### src/rtl/ghash_digit_serial_ctrl_if.sv
// Block-in / result-out handshake bundle for the digit-serial GHASH controller.
// The slave modport is the engine side; the master modport is the formatter/tag side.
interface ghash_digit_serial_ctrl_if #(
    parameter int NB_DATA = 128
);
    logic [NB_DATA-1:0] i_h_key;
    logic               i_h_load;
    logic [NB_DATA-1:0] i_data;
    logic               i_sop;
    logic               i_eop;
    logic               i_valid;
    logic               o_ready;
    logic [NB_DATA-1:0] o_ghash;
    logic               o_valid;
    logic               i_ready;
    logic [31:0]        o_nblocks;

    modport slave (
        input  i_h_key, i_h_load, i_data, i_sop, i_eop, i_valid, i_ready,
        output o_ready, o_ghash, o_valid, o_nblocks
    );

    modport master (
        output i_h_key, i_h_load, i_data, i_sop, i_eop, i_valid, i_ready,
        input  o_ready, o_ghash, o_valid, o_nblocks
    );
endinterface

### src/rtl/ghash_digit_serial_ctrl.sv
// Digit-serial GHASH engine: Y = (Y ^ X) * H in GF(2^128), NB_STEP multiplier bits per cycle.
// Optional macro GHASH_CTRL_BLOCK_COUNT_EN adds a saturating per-message block counter on o_nblocks.
module ghash_digit_serial_ctrl #(
    parameter int NB_DATA = 128,
    parameter int NB_STEP = 8
) (
    input  logic                      i_clock,
    input  logic                      i_reset,
    ghash_digit_serial_ctrl_if.slave  bus
);
    localparam int K      = NB_DATA / NB_STEP;
    localparam int NB_CNT = (K > 1) ? $clog2(K) : 1;
    localparam logic [NB_DATA-1:0] R = {8'hE1, {(NB_DATA-8){1'b0}}};

    generate
        if (NB_DATA != 128 || NB_STEP < 1 || NB_STEP > 32 || (128 % NB_STEP) != 0) begin : g_bad_cfg
            $error("ghash_digit_serial_ctrl: illegal NB_DATA/NB_STEP configuration");
        end
    endgenerate

    typedef enum logic [1:0] {
        ST_IDLE = 2'd0,
        ST_MULT = 2'd1,
        ST_OUT  = 2'd2
    } state_t;

    state_t              r_state;
    logic [NB_DATA-1:0]  r_h;
    logic [NB_DATA-1:0]  r_y;
    logic [NB_DATA-1:0]  r_z;
    logic [NB_DATA-1:0]  r_v;
    logic [NB_DATA-1:0]  r_a;
    logic [NB_CNT-1:0]   r_cnt;
    logic                r_eop;
    logic                r_valid;
    logic [NB_DATA-1:0]  r_ghash;

    logic [2*NB_DATA-1:0] w_step;
    logic [NB_DATA-1:0]   w_z_next;
    logic [NB_DATA-1:0]   w_v_next;
    logic                 w_accept;
    logic                 w_last;

    // One digit of the shift-and-add multiply; V is advanced by x with reduction after every bit.
    function automatic logic [2*NB_DATA-1:0] gf_digit(
        input logic [NB_DATA-1:0] z_in,
        input logic [NB_DATA-1:0] v_in,
        input logic [NB_STEP-1:0] digit
    );
        logic [NB_DATA-1:0] z;
        logic [NB_DATA-1:0] v;
        z = z_in;
        v = v_in;
        for (int i = 0; i < NB_STEP; i++) begin
            if (digit[NB_STEP-1-i]) begin
                z = z ^ v;
            end
            v = v[0] ? ((v >> 1) ^ R) : (v >> 1);
        end
        return {z, v};
    endfunction

    always_comb begin
        w_step   = gf_digit(r_z, r_v, r_a[NB_DATA-1 -: NB_STEP]);
        w_z_next = w_step[2*NB_DATA-1:NB_DATA];
        w_v_next = w_step[NB_DATA-1:0];
    end

    assign w_accept = bus.i_valid && (r_state == ST_IDLE);
    assign w_last   = (r_cnt == NB_CNT'(K - 1));

    always_ff @(posedge i_clock or posedge i_reset) begin
        if (i_reset) begin
            r_state <= ST_IDLE;
            r_h     <= '0;
            r_y     <= '0;
            r_z     <= '0;
            r_v     <= '0;
            r_a     <= '0;
            r_cnt   <= '0;
            r_eop   <= 1'b0;
            r_valid <= 1'b0;
            r_ghash <= '0;
        end else begin
            case (r_state)
                ST_IDLE: begin
                    if (bus.i_h_load) begin
                        r_h <= bus.i_h_key;
                    end
                    if (w_accept) begin
                        r_a     <= bus.i_data ^ (bus.i_sop ? '0 : r_y);
                        r_z     <= '0;
                        r_v     <= bus.i_h_load ? bus.i_h_key : r_h;
                        r_cnt   <= '0;
                        r_eop   <= bus.i_eop;
                        r_state <= ST_MULT;
                    end
                end
                ST_MULT: begin
                    r_z   <= w_z_next;
                    r_v   <= w_v_next;
                    r_a   <= r_a << NB_STEP;
                    r_cnt <= r_cnt + NB_CNT'(1);
                    if (w_last) begin
                        r_y <= w_z_next;
                        if (r_eop) begin
                            r_ghash <= w_z_next;
                            r_valid <= 1'b1;
                            r_state <= ST_OUT;
                        end else begin
                            r_state <= ST_IDLE;
                        end
                    end
                end
                ST_OUT: begin
                    if (bus.i_ready) begin
                        r_valid <= 1'b0;
                        r_state <= ST_IDLE;
                    end
                end
                default: r_state <= ST_IDLE;
            endcase
        end
    end

    assign bus.o_ready = (r_state == ST_IDLE);
    assign bus.o_valid = r_valid;
    assign bus.o_ghash = r_ghash;

`ifdef GHASH_CTRL_BLOCK_COUNT_EN
    logic [31:0] r_blk_cnt;
    logic [31:0] r_nblocks;

    // The count already includes the eop block by the time its multiply finishes.
    always_ff @(posedge i_clock or posedge i_reset) begin
        if (i_reset) begin
            r_blk_cnt <= '0;
            r_nblocks <= '0;
        end else begin
            if (w_accept) begin
                if (bus.i_sop) begin
                    r_blk_cnt <= 32'd1;
                end else if (r_blk_cnt != 32'hFFFF_FFFF) begin
                    r_blk_cnt <= r_blk_cnt + 32'd1;
                end
            end
            if ((r_state == ST_MULT) && w_last && r_eop) begin
                r_nblocks <= r_blk_cnt;
            end
        end
    end

    assign bus.o_nblocks = r_nblocks;
`else
    assign bus.o_nblocks = '0;
`endif

endmodule

### src/flat_wrapper.sv
// flat-port wrapper written by rule: the top's interface ports become plain ports
module ghash_digit_serial_ctrl_flat 
#(
    parameter int NB_DATA = 128,
    parameter int NB_STEP = 8
)
  (i_clock, i_reset, bus_i_h_key, bus_i_h_load, bus_i_data, bus_i_sop, bus_i_eop, bus_i_valid, bus_i_ready, bus_o_ready, bus_o_ghash, bus_o_valid, bus_o_nblocks);
  ghash_digit_serial_ctrl_if #(.NB_DATA(NB_DATA)) bus_i ();
  input  logic i_clock;
  input  logic i_reset;
  input wire logic [$bits(bus_i.i_h_key)-1:0] bus_i_h_key;
  input wire logic [$bits(bus_i.i_h_load)-1:0] bus_i_h_load;
  input wire logic [$bits(bus_i.i_data)-1:0] bus_i_data;
  input wire logic [$bits(bus_i.i_sop)-1:0] bus_i_sop;
  input wire logic [$bits(bus_i.i_eop)-1:0] bus_i_eop;
  input wire logic [$bits(bus_i.i_valid)-1:0] bus_i_valid;
  input wire logic [$bits(bus_i.i_ready)-1:0] bus_i_ready;
  output wire logic [$bits(bus_i.o_ready)-1:0] bus_o_ready;
  output wire logic [$bits(bus_i.o_ghash)-1:0] bus_o_ghash;
  output wire logic [$bits(bus_i.o_valid)-1:0] bus_o_valid;
  output wire logic [$bits(bus_i.o_nblocks)-1:0] bus_o_nblocks;
  assign bus_i.i_h_key = bus_i_h_key;
  assign bus_i.i_h_load = bus_i_h_load;
  assign bus_i.i_data = bus_i_data;
  assign bus_i.i_sop = bus_i_sop;
  assign bus_i.i_eop = bus_i_eop;
  assign bus_i.i_valid = bus_i_valid;
  assign bus_i.i_ready = bus_i_ready;
  assign bus_o_ready = bus_i.o_ready;
  assign bus_o_ghash = bus_i.o_ghash;
  assign bus_o_valid = bus_i.o_valid;
  assign bus_o_nblocks = bus_i.o_nblocks;
  ghash_digit_serial_ctrl #(.NB_DATA(NB_DATA), .NB_STEP(NB_STEP)) u_core (.i_clock(i_clock), .i_reset(i_reset), .bus(bus_i));
endmodule
### config.mk
export PLATFORM = sky130hd
export DESIGN_NAME = ghash_digit_serial_ctrl_flat
export DESIGN_NICKNAME = d
export VERILOG_FILES = /design/src/rtl/ghash_digit_serial_ctrl_if.sv /design/src/rtl/ghash_digit_serial_ctrl.sv /design/src/flat_wrapper.sv
export SDC_FILE = /design/constraint.sdc
export NUM_CORES = 2
export LEC_CHECK = 0
export CAP_MARGIN = 20
export CORE_UTILIZATION = 56
export CTS_BUF_LIST = sky130_fd_sc_hd__clkbuf_8
export DETAILED_ROUTE_END_ITERATION = 16
export GPL_TIMING_DRIVEN = 0
export PLACE_DENSITY = 0.78
export REMOVE_ABC_BUFFERS = 1
export SYNTH_ARGS = -nofsm -noshare
export SYNTH_HDL_FRONTEND = slang
export SYNTH_SLANG_ARGS = --single-unit
### constraint.sdc
create_clock -name i_clock -period 34.9 [get_ports i_clock]
set_input_delay 6.98 -clock i_clock [delete_from_list [all_inputs] [get_ports i_clock]]
set_output_delay 6.98 -clock i_clock [all_outputs]
set_load 0.02 [all_outputs]
==> flow_metrics.env <==
export IMPL_cts_htree_levels=4
export IMPL_drtIter0Drc=4610
export IMPL_grt_max_degree=136
export IMPL_final_cell_mix="nand2_1 (1117), xnor2_1 (905), nor2_1 (807)"
export IMPL_wl_per_cell_um=21.61
export IMPL_die_w_um=299.6
export IMPL_r2r_start="u_core.r_cnt[0]$_DFFE_PP0P_"
export IMPL_antenna_found_initial=4
export IMPL_fillers=7099
export IMPL_critical_path_class="reg2out"
export IMPL_finalSetupViolations=0
export IMPL_via_per_inst=6.035
export IMPL_row_count=108
export IMPL_rrSetupSlack_ps=30590
export IMPL_finClkSkew_ps=43.23
export IMPL_finalHoldViolCount=0
export IMPL_synthCells=5659
export IMPL_drv_cap=0
export IMPL_multi_input_area_um2=28020
export IMPL_clock_sinks=776
export IMPL_synthesis_area_um2=49600
export IMPL_design_area_um2=57000
export IMPL_fmax_mhz=100.3
export IMPL_required_ps=27920
export IMPL_yosysSeqAreaShare_pct=39.15
export IMPL_worstPathMaxFanout=42
export IMPL_ioPinCount=425
export IMPL_synth_flop_cell="dfrtp_1"
export IMPL_vias=42178
export IMPL_grt_pass1_wl_um=239000
export IMPL_core_area_um2=87290
export IMPL_place_ws_ps=25190
export IMPL_ff2ff_path_depth=8
export IMPL_die_area_um2=89770
export IMPL_outcome="completed"
export IMPL_worstMarginPinSlew_ps=1037
export IMPL_end_kind="output pin"
export IMPL_cts_tree="yes"
export IMPL_syn2layout_area_growth_pct=14.91
export IMPL_rsz0062_at_grt="false"
export IMPL_layout_commonest_cell="nand2_1"
export IMPL_whs_ps=473.3
export IMPL_firstDrtPassIters=6
export IMPL_grt_overflow=0
export IMPL_root_buffer="clkbuf_8"
export IMPL_antenna_left=0
export IMPL_hp_class="reg2reg"
export IMPL_drc=0
export IMPL_gp_congestion=0.8433
export IMPL_routed_wl_um=151000
export IMPL_timing_rr_end="u_core.bus.o_ghash[62]$_DFFE_PP0P_"
export IMPL_slew_viol_final=0
export IMPL_start_util_pct=56.82
export IMPL_arrival_ps=2990
export IMPL_yosys_cell_types_count=52
export IMPL_grt_pass1_vias=41689
export IMPL_cts_resized=0
export IMPL_regArea_um2=19450
export IMPL_endpoint="bus_o_ready"
export IMPL_path_clk_slew_ps=60
export IMPL_synthArstFlopShare_pct=100.0
export IMPL_yosysWarnings=0
export IMPL_maxSlewHeadroom_pct=30.82
export IMPL_cts_buffers=139
export IMPL_cts_buffer_depth=3
export IMPL_synth_edf_count=0
export IMPL_ys_ff_latch=776
export IMPL_period_share_pct=28.56
export IMPL_dp_hpwl_um=94370
export IMPL_fin_ws_ps=24930
export IMPL_timing_setup_tns_ps=0
export IMPL_die_h_um=299.6
export IMPL_period_needed_ps=9967
export IMPL_port_buffers=392
export IMPL_cp_start_kind="register"
export IMPL_synth_area_per_cell_um2=8.765
export IMPL_grt_total_usage_pct=33.77
export IMPL_worstSkewPairLatency_ps=840
export IMPL_drive_gt1_share_pct=7.132
export IMPL_postCtsSetupRepairBufs=0
export IMPL_nNetsFinal=5998
export IMPL_placed_cell_area_um2=54250
export IMPL_startpoint="u_core.r_state[0]$_DFFE_PP0P_"
export IMPL_ctsHoldBuffers=0
area by class of cell:
cell class | count | area share (%)
clock inverter | 77 | 0.8846
clock buffer | 163 | 3.936
antenna | 1 | 0.004390
multi-input combinational | 4361 | 49.16
sequential | 776 | 34.13
tap | 1155 | 2.535
inverter | 12 | 0.1054
timing repair buffer | 444 | 9.244
logic make-up after synthesis:
logic type | Yosys count | synth area share, %
buf+inv | 553 | 4.704
simple gates | 2084 | 16.56
xor+xnor | 1064 | 21.81
mux | 261 | 5.617
other cells | 1 | 0.007560
compound gates | 919 | 12.13
fa+ha+maj | 1 | 0.02522
flops | 776 | 39.15
flip-flops by register name (all words and copies together) (netlist names):
| name | count |
|---|---|
| u_core.r_cnt | 4 |
| u_core.bus.o_valid | 1 |
| u_core.r_v | 128 |
| u_core.r_a | 128 |
| u_core.bus.o_ghash | 128 |
| u_core.r_y | 128 |
| u_core.r_eop | 1 |
| u_core.r_h | 128 |
| u_core.r_z | 128 |
| u_core.r_state | 2 |
cell usage after synthesis (3+ instances only):
library cell	n	share of area, %
nand2b_1	6	0.076
mux2i_1	122	2.5
a2bb2oi_1	4	0.071
dfrtp_1	776	39
buf_4	43	0.65
buf_1	59	0.45
buf_2	65	0.66
nand2_1	1120	8.5
nand3b_1	3	0.045
o21ai_0	104	1.0
o22ai_1	240	3.0
o31ai_1	4	0.061
xnor3_1	105	4.8
mux2_2	139	3.2
nor2_1	808	6.1
nor3_1	4	0.040
a21oi_1	242	2.4
inv_1	11	0.083
xnor2_1	905	16
clkbuf_1	372	2.8
a221oi_1	5	0.088
xor2_1	49	0.87
xor2_2	3	0.098
nand3_1	7	0.071
a22o_1	199	3.5
a22oi_1	4	0.061
o211ai_1	3	0.045
o221ai_1	6	0.11
a21o_1	98	1.5
nor2b_1	125	1.6
critical path, stage by stage (launching register included):
cell and delay [ps]:
dfrtp_4 700, buf_12 280, nor2_1 440, clkdlybuf4s50_1 710
per-stage QoR:
stage	util (%)	std cells
5_1_grt	65.30	6989
2_1_floorplan	-	5149
3_3_place_gp	60.49	6696
4_1_cts	65.29	6988
6_report	65.30	6989
3_5_place_dp	62.14	6748
layer usage:
metal / GRT usage [%] / wire length, um
met4: 15.67 / 6512
met1: 45.18 / 60370
met3: 7.560 / 15070
met2: 52.31 / 69070
met5: 0 / 27
how the worst min path moves through the flow:
stage                                      start                                end  slack, ps  depth (start not counted)
2_1_floorplan        u_core.r_y[108]$_DFFE_PP0P_        u_core.r_y[108]$_DFFE_PP0P_        440                          2
3_3_place_gp          u_core.r_y[86]$_DFFE_PP0P_         u_core.r_y[86]$_DFFE_PP0P_        450                          2
3_5_place_dp           u_core.r_y[9]$_DFFE_PP0P_          u_core.r_y[9]$_DFFE_PP0P_        460                          2
4_1_cts                u_core.r_y[9]$_DFFE_PP0P_          u_core.r_y[9]$_DFFE_PP0P_        470                          2
5_1_grt        u_core.bus.o_ghash[9]$_DFFE_PP0P_  u_core.bus.o_ghash[9]$_DFFE_PP0P_        490                          2
6_report              u_core.r_y[33]$_DFFE_PP0P_         u_core.r_y[33]$_DFFE_PP0P_        470                          2
Power is not shown: default switching activity piles up to over one toggle a cycle in this logic, so the estimate is an artifact.
